## config.mk

```make
export PLATFORM = sky130hd
export DESIGN_NAME = pwm_capture
export DESIGN_NICKNAME = d
export VERILOG_FILES = /design/src/rtl/pwm_capture.sv
export SDC_FILE = /design/constraint.sdc
export NUM_CORES = 1
export LEC_CHECK = 0
export ABC_CLOCK_PERIOD_IN_PS = 3520
export CAP_MARGIN = 20
export CORE_ASPECT_RATIO = 0.8
export CORE_MARGIN = 2
export CORE_UTILIZATION = 43
export CTS_CLUSTER_DIAMETER = 50
export DETAILED_ROUTE_END_ITERATION = 8
export HOLD_SLACK_MARGIN = 0.1
export SLEW_MARGIN = 20
export SYNTH_ARGS = -nofsm -noshare
export SYNTH_HDL_FRONTEND = slang
export SYNTH_SLANG_ARGS = --single-unit
```

## constraint.sdc

```tcl
create_clock -name clk -period 3.52 [get_ports clk]
set_clock_uncertainty 0.2 [all_clocks]
set_input_delay 0.528 -clock clk [delete_from_list [all_inputs] [get_ports clk]]
set_output_delay 0.528 -clock clk [all_outputs]
set_load 0.005 [all_outputs]
```

## src/rtl/pwm_capture.sv

```systemverilog
// pwm_capture: measures an asynchronous PWM input and reports its period,
// high time and 3-bit duty code (floor(8*high/period)).
//   clk, rst     : clock, synchronous active-high reset
//   en           : enable; low returns to IDLE and clears the stuck flags
//   pwm_in       : asynchronous PWM input
//   period       : last measured period in clk cycles
//   high_time    : last measured high time in clk cycles
//   duty         : eighths-of-period duty code
//   valid        : one-cycle strobe when period/high_time/duty update
//   stuck_high/_low : line held at one level for at least TIMEOUT cycles
module pwm_capture #(
  parameter int unsigned CNT_W   = 16,
  parameter int unsigned TIMEOUT = 1024
) (
  input  logic             clk,
  input  logic             rst,
  input  logic             en,
  input  logic             pwm_in,
  output logic [CNT_W-1:0] period,
  output logic [CNT_W-1:0] high_time,
  output logic [2:0]       duty,
  output logic             valid,
  output logic             stuck_high,
  output logic             stuck_low
);

  localparam int unsigned REM_W = CNT_W + 1;
  localparam logic [CNT_W-1:0] TIMEOUT_C = CNT_W'(TIMEOUT);

  typedef enum logic [2:0] {IDLE, ARM, HIGH, LOW, CALC} state_e;

  state_e             state_q, state_d;
  logic [2:0]         sync_q, sync_d;
  logic [CNT_W-1:0]   cnt_p_q, cnt_p_d;
  logic [CNT_W-1:0]   h_lat_q, h_lat_d;
  logic [CNT_W-1:0]   p_lat_q, p_lat_d;
  logic [CNT_W-1:0]   div_h_q, div_h_d;
  logic [REM_W-1:0]   rem_q, rem_d;
  logic [1:0]         quo_q, quo_d;
  logic [1:0]         step_q, step_d;
  logic               fall_seen_q, fall_seen_d;
  logic               bad_q, bad_d;
  logic [CNT_W-1:0]   period_q, period_d;
  logic [CNT_W-1:0]   high_time_q, high_time_d;
  logic [2:0]         duty_q, duty_d;
  logic               valid_q, valid_d;
  logic               stuck_high_q, stuck_high_d;
  logic               stuck_low_q, stuck_low_d;

  logic               rise, fall;
  logic [REM_W-1:0]   rem_sh, p_ext, rem_nx;
  logic               q_bit;
  logic [CNT_W-1:0]   low_cnt;

  // Edge detect on the synchronised line (sync_q[1]) against its delayed copy.
  assign rise = sync_q[1] & ~sync_q[2];
  assign fall = ~sync_q[1] & sync_q[2];

  // One restoring-divide step; rem_q < p_lat_q so the shift cannot overflow.
  assign rem_sh = {rem_q[CNT_W-1:0], 1'b0};
  assign p_ext  = {1'b0, p_lat_q};
  assign q_bit  = (rem_sh >= p_ext);
  assign rem_nx = q_bit ? (rem_sh - p_ext) : rem_sh;

  // Cycles spent low in the current period.
  assign low_cnt = cnt_p_d - h_lat_q;

  // Next-state, datapath and output logic.
  always_comb begin
    state_d      = state_q;
    sync_d       = {sync_q[1:0], pwm_in};
    h_lat_d      = h_lat_q;
    p_lat_d      = p_lat_q;
    div_h_d      = div_h_q;
    rem_d        = rem_q;
    quo_d        = quo_q;
    step_d       = step_q;
    fall_seen_d  = fall_seen_q;
    bad_d        = bad_q;
    period_d     = period_q;
    high_time_d  = high_time_q;
    duty_d       = duty_q;
    valid_d      = 1'b0;
    stuck_high_d = stuck_high_q;
    stuck_low_d  = stuck_low_q;

    // Period counter restarts at 1 after each rise and saturates.
    if (rise)                 cnt_p_d = CNT_W'(1);
    else if (&cnt_p_q)        cnt_p_d = cnt_p_q;
    else                      cnt_p_d = cnt_p_q + CNT_W'(1);

    if (rise || fall) begin
      stuck_high_d = 1'b0;
      stuck_low_d  = 1'b0;
    end

    case (state_q)
      IDLE: begin
        fall_seen_d = 1'b0;
        bad_d       = 1'b0;
        state_d     = ARM;
      end
      ARM: begin
        fall_seen_d = 1'b0;
        bad_d       = 1'b0;
        if (rise) state_d = HIGH;
      end
      HIGH: begin
        if (fall) begin
          h_lat_d = cnt_p_q;
          state_d = LOW;
        end else if (cnt_p_d >= TIMEOUT_C) begin
          stuck_high_d = 1'b1;
          bad_d        = 1'b1;
        end
      end
      LOW: begin
        if (rise) begin
          if (bad_q) begin
            // Period contained a stuck condition: drop it, start timing anew.
            bad_d   = 1'b0;
            state_d = HIGH;
          end else begin
            p_lat_d     = cnt_p_q;
            div_h_d     = h_lat_q;
            rem_d       = {1'b0, h_lat_q};
            quo_d       = 2'd0;
            step_d      = 2'd0;
            fall_seen_d = 1'b0;
            state_d     = CALC;
          end
        end else if (low_cnt >= TIMEOUT_C) begin
          stuck_low_d = 1'b1;
          bad_d       = 1'b1;
        end
      end
      CALC: begin
        if (rise) begin
          // Too-short period: abort the divide and time the new period.
          fall_seen_d = 1'b0;
          bad_d       = 1'b0;
          state_d     = HIGH;
        end else begin
          if (fall) begin
            h_lat_d     = cnt_p_q;
            fall_seen_d = 1'b1;
          end
          rem_d  = rem_nx;
          quo_d  = {quo_q[0], q_bit};
          step_d = step_q + 2'd1;
          if (step_q == 2'd2) begin
            period_d    = p_lat_q;
            high_time_d = div_h_q;
            duty_d      = {quo_q, q_bit};
            valid_d     = 1'b1;
            state_d     = (fall_seen_q || fall) ? LOW : HIGH;
          end
        end
      end
      default: state_d = IDLE;
    endcase

    if (!en) begin
      state_d      = IDLE;
      stuck_high_d = 1'b0;
      stuck_low_d  = 1'b0;
      valid_d      = 1'b0;
    end
  end

  // State and datapath registers.
  always_ff @(posedge clk) begin
    if (rst) begin
      state_q      <= IDLE;
      sync_q       <= '0;
      cnt_p_q      <= '0;
      h_lat_q      <= '0;
      p_lat_q      <= '0;
      div_h_q      <= '0;
      rem_q        <= '0;
      quo_q        <= '0;
      step_q       <= '0;
      fall_seen_q  <= 1'b0;
      bad_q        <= 1'b0;
      period_q     <= '0;
      high_time_q  <= '0;
      duty_q       <= '0;
      valid_q      <= 1'b0;
      stuck_high_q <= 1'b0;
      stuck_low_q  <= 1'b0;
    end else begin
      state_q      <= state_d;
      sync_q       <= sync_d;
      cnt_p_q      <= cnt_p_d;
      h_lat_q      <= h_lat_d;
      p_lat_q      <= p_lat_d;
      div_h_q      <= div_h_d;
      rem_q        <= rem_d;
      quo_q        <= quo_d;
      step_q       <= step_d;
      fall_seen_q  <= fall_seen_d;
      bad_q        <= bad_d;
      period_q     <= period_d;
      high_time_q  <= high_time_d;
      duty_q       <= duty_d;
      valid_q      <= valid_d;
      stuck_high_q <= stuck_high_d;
      stuck_low_q  <= stuck_low_d;
    end
  end

  assign period     = period_q;
  assign high_time  = high_time_q;
  assign duty       = duty_q;
  assign valid      = valid_q;
  assign stuck_high = stuck_high_q;
  assign stuck_low  = stuck_low_q;

endmodule

```

## After elaboration in Yosys (flattened, before gate mapping)

Cells that the tools add are included.

| operators by class | value |
|---|---|
| multiplexer cells | 44 |
| bitwise logic cells | 8 |
| equal/unequal tests | 16 |
| $add $sub $neg | 4 |
| reduce and logical (&&, ||, !) cells | 18 |
| magnitude comparators | 3 |

Operator list:

| cell | count |
|---|---|
| 16-bit 2-to-1 mux | 8 |
| 16-bit case mux with 2 select lines | 2 |
| 16-bit by 11-bit >= comparator with 1-bit output, second input constant | 2 |
| 16-bit subtractor | 2 |
| 1-bit 2-to-1 mux | 19 |
| 3-bit 2-to-1 mux | 6 |
| 17-bit by 16-bit >= comparator with 1-bit output | 1 |
| 16-bit by 1-bit adder with 16-bit output, second input constant | 1 |
| 2-bit != test, second input constant | 8 |
| 16-bit AND reduction | 1 |
| 3-bit case mux with 5 select lines | 1 |
| 4-bit AND reduction | 3 |
| 3-bit != test, second input constant | 3 |
| 2-bit 2-to-1 mux | 4 |
| 2-bit case mux with 2 select lines | 2 |
| 3-bit by 2-bit equality test with 1-bit output, second input constant | 2 |
| 1-bit NOT | 6 |
| 3-bit AND reduction | 2 |
| 5-bit AND reduction | 1 |
| 1-bit case mux with 4 select lines | 1 |
| 2-bit nonzero test | 2 |
| 4-bit nonzero test | 1 |
| 2-bit OR reduction | 2 |
| 4-bit OR reduction | 1 |
| 10 further kinds | 12 |

| storage, ports and cells | value |
|---|---|
| register bits | 130 |
| logic and storage cells | 110 |

## Longest topological paths before layout

| depth | value |
|---|---|
| depth in word-level cells | 8 |
| mapped depth | 19 |
| depth with buffers taken out | 17 |

## Least setup slack after synthesis

OpenSTA, ideal clock, no wires.

| path | value |
|---|---|
| kind | register to register |
| start point | register cnt_p_q[1] |
| end point | register stuck_low_q (netlist: stuck_low) |
| stages on the path, launching flop included | 20 |
| required time | 3.182 ns |
| arrival | 3.416 ns |
| setup slack | -0.233 ns |
| cell sequence | dfxtp_1 > ha_1 > and2_1 > buf_2 > nand4_1 > or2_1 > buf_6 > and3_1 > xnor2_1 > nor2_1 > ha_1 > o21ai_0 > or3_1 > a21oi_1 > a31oi_2 > o21ai_1 > nand3_1 > a21o_1 > a211oi_2 > a311oi_2 |

| between the ends | value |
|---|---|
| cells in the longest elaborated chain, start to end | 8 |

RTL lines:

| element | RTL line | RTL |
|---|---|---|
| start, declared | 34 | `logic [CNT_W-1:0] cnt_p_q, cnt_p_d;` |
| start signal, assigned | 194 | `cnt_p_q <= cnt_p_d;` |
| 16-bit by 1-bit adder with 16-bit output or 16-bit AND reduction (tied branches) | 90, 89 |  |
| 16-bit 2-to-1 mux * | 89 | `else if (&cnt_p_q) cnt_p_d = cnt_p_q;` |
| 16-bit 2-to-1 mux * | 88 | `if (rise) cnt_p_d = CNT_W'(1);` |
| named net cnt_p_d[4] | 34 |  |
| 16-bit subtractor * | 66 | `assign low_cnt = cnt_p_d - h_lat_q;` |
| 16-bit by 11-bit >= comparator with 1-bit output * | 132 | `end else if (low_cnt >= TIMEOUT_C) begin` |
| 1-bit 2-to-1 mux * | 132 |  |
| 1-bit 2-to-1 mux * | 118 | `if (rise) begin` |
| 1-bit 2-to-1 mux * | 97 | `case (state_q)` |
| end signal, assigned | 208 | `stuck_low_q <= stuck_low_d;` |
| end, declared | 48 | `logic stuck_low_q, stuck_low_d;` |

Mark *: on every way through the listed nets, which the timed path passes. The rest lies on a longest branch.
A chain may end at the register's enable or synchronous reset.

## Worst setup path in the final report

| path | value |
|---|---|
| start point | register cnt_p_q[7] |
| end point | register bad_q |

| between the ends | value |
|---|---|
| cells in the longest elaborated chain, start to end | 7 |

RTL lines:

| element | RTL line | RTL |
|---|---|---|
| 16-bit by 1-bit adder with 16-bit output or 16-bit AND reduction (tied branches) | 90, 89 |  |
| 16-bit 2-to-1 mux * | 89 |  |
| 16-bit 2-to-1 mux * | 88 |  |
| named net cnt_p_d[7] | 34 |  |
| 16-bit subtractor | 66 |  |
| 16-bit by 11-bit >= comparator with 1-bit output | 132 |  |
| 3-bit != test (no line) | - |  |
| 5-bit AND reduction (no line) * | - |  |
| end signal, assigned | 184 | `bad_q <= 1'b0;` |
| end signal, assigned | 202 | `bad_q <= bad_d;` |
| end, declared | 42 | `logic bad_q, bad_d;` |

Marks and branches as above.

==> metrics.md <==
| Metric | Value |
|---|---|
| Layout cells sized above 1 | `13.0%` |
| Max Cap Viol | `0` |
| Sequential share of the synthesized area | `38.8%` |
| Largest family of logic cells by synthesized area | `simple AND/OR/NAND/NOR gates` |
| Least-Margin Pin Slew | `0.844 ns` |
| Syn_area_per_cell | `7.69 sq um` |
| Complex-gate fraction of the synthesized area | `20.6%` |
| Setup TNS Final | `-0.249 ns` |
| Initial Util | `roughly 44%` |
| # setup viols final | `2` |
| Die span in y | `116 um` |
| Cell taking the most area after synthesis | `dfxtp_1` |
| Final hold violation count | `0` |
| Area grow syn2layout | `24.4%` |
| Clock sink count | `130` |
| Critical path data arrival time | `between 3 and 4 ns` |
| Final non-filler cell total | `1158` |
| Yosys warns | `0` |
| Top cells by area, synth | `dfxtp_1 (39%), nand2_1 (9.7%), a21oi_1 (7.5%)` |
| TritonCTS clock tree | `built` |
| Die X | `144 um` |
| Drt pass-1 iters | `5` |
| Total CTS buffers | `17` |
| Relative slew margins | `between 40 and 50%` |
| Worst-Skew Late Latency | `0.44 ns` |
| Slowest CP cell | `dfxtp_1` |
| Post-synth ARST share | `0%` |
| Mux cell area share after synthesis | `roughly 2.8%` |
| Worst-path cell chain | `buf_4 -> and3_2 -> a31oi_4 -> nand2_2 -> xor2_2 -> nor2_1 -> ha_1 -> nand3_1 -> or3_4 -> a21oi_4 -> a31oi_4 -> o21ai_1 -> nand3_1 -> a21o_1 -> a211oi_2 -> a31oi_1` |
| Clock Pin Slew Worst Setup and Hold Paths | `0.06 ns` |
| Root Buffer Master | `clkbuf_16` |
| RD Place Congestion | `0.935` |
| Detail Placement HPWL | `between 10000 and 15000 um` |
| Total die area | `16600 sq um` |
| Post-layout util | `approximately 55%` |
| Critical path type | `flop to flop` |
| Vias/cell | `between 5 and 6` |
| Power per cell area | `414 nW/um^2` |
| Drc violations | `0` |
| CTS Buffer Depth | `2` |
| Xor/xnor share of the synthesized area | `2.74%` |
| Total Routing Usage GR | `25.6%` |
| Cell area after synthesis | `6700 sq um` |
| Final net count | `between 900 and 1000` |
| PnR worst setup slack | `-0.126 ns` |
| Crit path launch type | `flop` |
| CP Data Required Time | `3.61 ns` |
| Peak Freq | `274 MHz` |
| Slew Limit Fails | `0` |
| H-tree Lvls | `4` |
| Max incr delay on CP | `between 0.4 and 0.5 ns` |
| Core ar. | `between 15000 and 20000 sq um` |
| Final WL | `approximately 21000 um` |
| Hold Path Class | `flop to flop` |
| Fill cells | `1437` |
| Fin crit period | `3.65 ns` |
| FF+latch count, synth | `130` |
| Worst vdd rail ir drop | `0.308 mV` |
| CP Max Fanout | `7` |
| Static Leak | `3.19 nW` |
| RSZ-0062 raised after global routing | `true` |
| Total inserted antenna cells | `0` |
| Status | `complete, but fails checks` |
| Post-synth top flop | `dfxtp_1` |
| Antenna-violating nets left | `0` |
| Synth Instances | `872` |
| Post-synth EDFFs | `0` |
| Post-Synth Adder-Cell Area | `6.64%` |
| Failing checks | `negative setup slack` |
| Initial antenna violation count | `0` |
| Vias in the first global route | `6149` |
| Drt first-iter violations | `603` |
| CP endpoint kind | `flop` |
| Period Utilization, post-route | `104%` |
| Net count after synthesis | `911` |
| Global-route wire length before repair | `32600 um` |
| Power, Total | `3.46 mW` |
| Drt wl/cell | `17.8 um` |
| Via count | `6388` |
| Placed Area | `roughly 7600 sq um` |
| Final instance area | `8340 sq um` |
| Num ports | `42` |
| # hold bufs at CTS | `0` |
| GRT overflow | `0` |
| Largest net degree at the start of global routing | `82` |
| Dpl cells | `about 1100` |
| Input/output buffers | `41` |
| Simple-gate share of the synthesized area | `22.6%` |
| Yosys top cell area share | `38.8%` |
| Yosys cell types | `60` |
| Core Rows | `40` |
## cells in the mapped netlist (7+ instances only)
master    instances
or3_1             7
inv_1            49
nor4_1           12
clkbuf_1         39
ha_1             34
nand2_1         174
a21oi_1         101
dfxtp_1         130
nand3_1          19
nor2_1           77
nand4_1           7
mux2i_1          17
and3_1            8
o31ai_1           9
nor3_1           23
a21o_1            7
o21ai_0          31
xnor2_1          14
a211oi_1         14
xor2_1            7
buf_2             7
## layout make-up
cell class / count / area (sq um) / area share [%]
multi-input combinational: 642 / 3850 / 46.2
tap: 210 / 263 / 3.15
timing repair buffer: 95 / 813 / 9.75
clock inverter: 15 / 188 / 2.25
sequential: 130 / 2610 / 31.3
clock buffer: 17 / 425 / 5.10
inverter: 49 / 184 / 2.21
## repair_timing
action                                  CTS  global route
setup buffers                             4             2
endpoints found under the setup margin    2            11
pin swaps                                11             7
endpoints found under the hold margin     0             0
resized for setup                        15             7
## worst paths after layout
check	cells after the start	slack, ns	endpoint	start
hold / removal	1	0.24	sync_q[1]	sync_q[0]
setup / recovery	16	-0.13	bad_q	cnt_p_q[7]
setup reg to reg	16	-0.13	bad_q	cnt_p_q[7]
hold reg to reg	1	0.24	sync_q[1]	sync_q[0]
## power by group
part	internal (mW)	switching, mW	leakage (nW)
sequential	1.48	0.00635	1.05
combinational	0.0447	0.0749	1.84
clock	1.08	0.770	0.301
total	2.60	0.851	3.19
## layout by cell type, fill, tap and decap left out, types with 4 or more instances in the layout
master,synthesis,routed
clkbuf_16,0,17
o21a_1,6,6
a311oi_1,4,4
a31oi_1,6,5
ha_1,34,32
or3_1,7,5
nand4_1,7,7
inv_8,0,6
a21oi_1,101,100
nor3_1,23,21
inv_1,49,49
o21ai_0,31,30
o211ai_1,6,6
o31ai_1,9,9
mux2i_1,17,17
a211oi_1,14,14
clkdlybuf4s50_1,0,40
nand3_1,19,18
nand2_1,174,172
and2_1,6,5
a21o_1,7,7
inv_6,0,5
dfxtp_1,130,127
o21ai_1,3,4
nor4_1,12,12
xnor2_1,14,12
buf_4,0,55
nor2_1,77,75
nor2b_1,6,6
xor2_1,7,5
and3_1,8,5
## flip-flops by register name, summed over array words and instances, names as in the netlist
name / flops
valid: 1
h_lat_q: 16
step_q: 2
cnt_p_q: 16
period: 16
duty: 3
bad_q: 1
stuck_low: 1
state_q: 3
fall_seen_q: 1
div_h_q: 16
rem_q: 16
quo_q: 2
high_time: 16
sync_q: 3
p_lat_q: 16
stuck_high: 1
## per-stage QoR
stage | hold slack, ns | worst slack (ns)
after floorplan | 0.214 | -0.131
after global placement | 0.217 | -0.00817
after detailed placement | 0.232 | -0.114
after CTS | 0.245 | -0.0758
after global routing | 0.273 | -0.283
final | 0.244 | -0.126
## worst max-delay path: cells and delay by family (launching register included)
kind	cells	cell delay [ns]
flops	1	0.42
xor+xnor	1	0.22
buf+inv	1	0.16
simple gates	6	1.12
compound gates	7	1.07
fa+ha+maj	1	0.31
## metal layers
layer,track usage (%),vias up,wire length (um)
li1,-,3153,-
met1,36.8,3049,10200
met2,38.9,163,8980
met3,5.29,23,1110
met4,7.84,0,259
met5,0,-,0
## kinds of logic (layout without fill, tap and decap cells)
family,Yosys count,after routing
flops,130,130
fa+ha+maj,35,35
compound gates,220,220
buf+inv,100,176
simple gates,348,348
mux,18,18
xor+xnor,21,21
(Power assumes the default switching activity.)
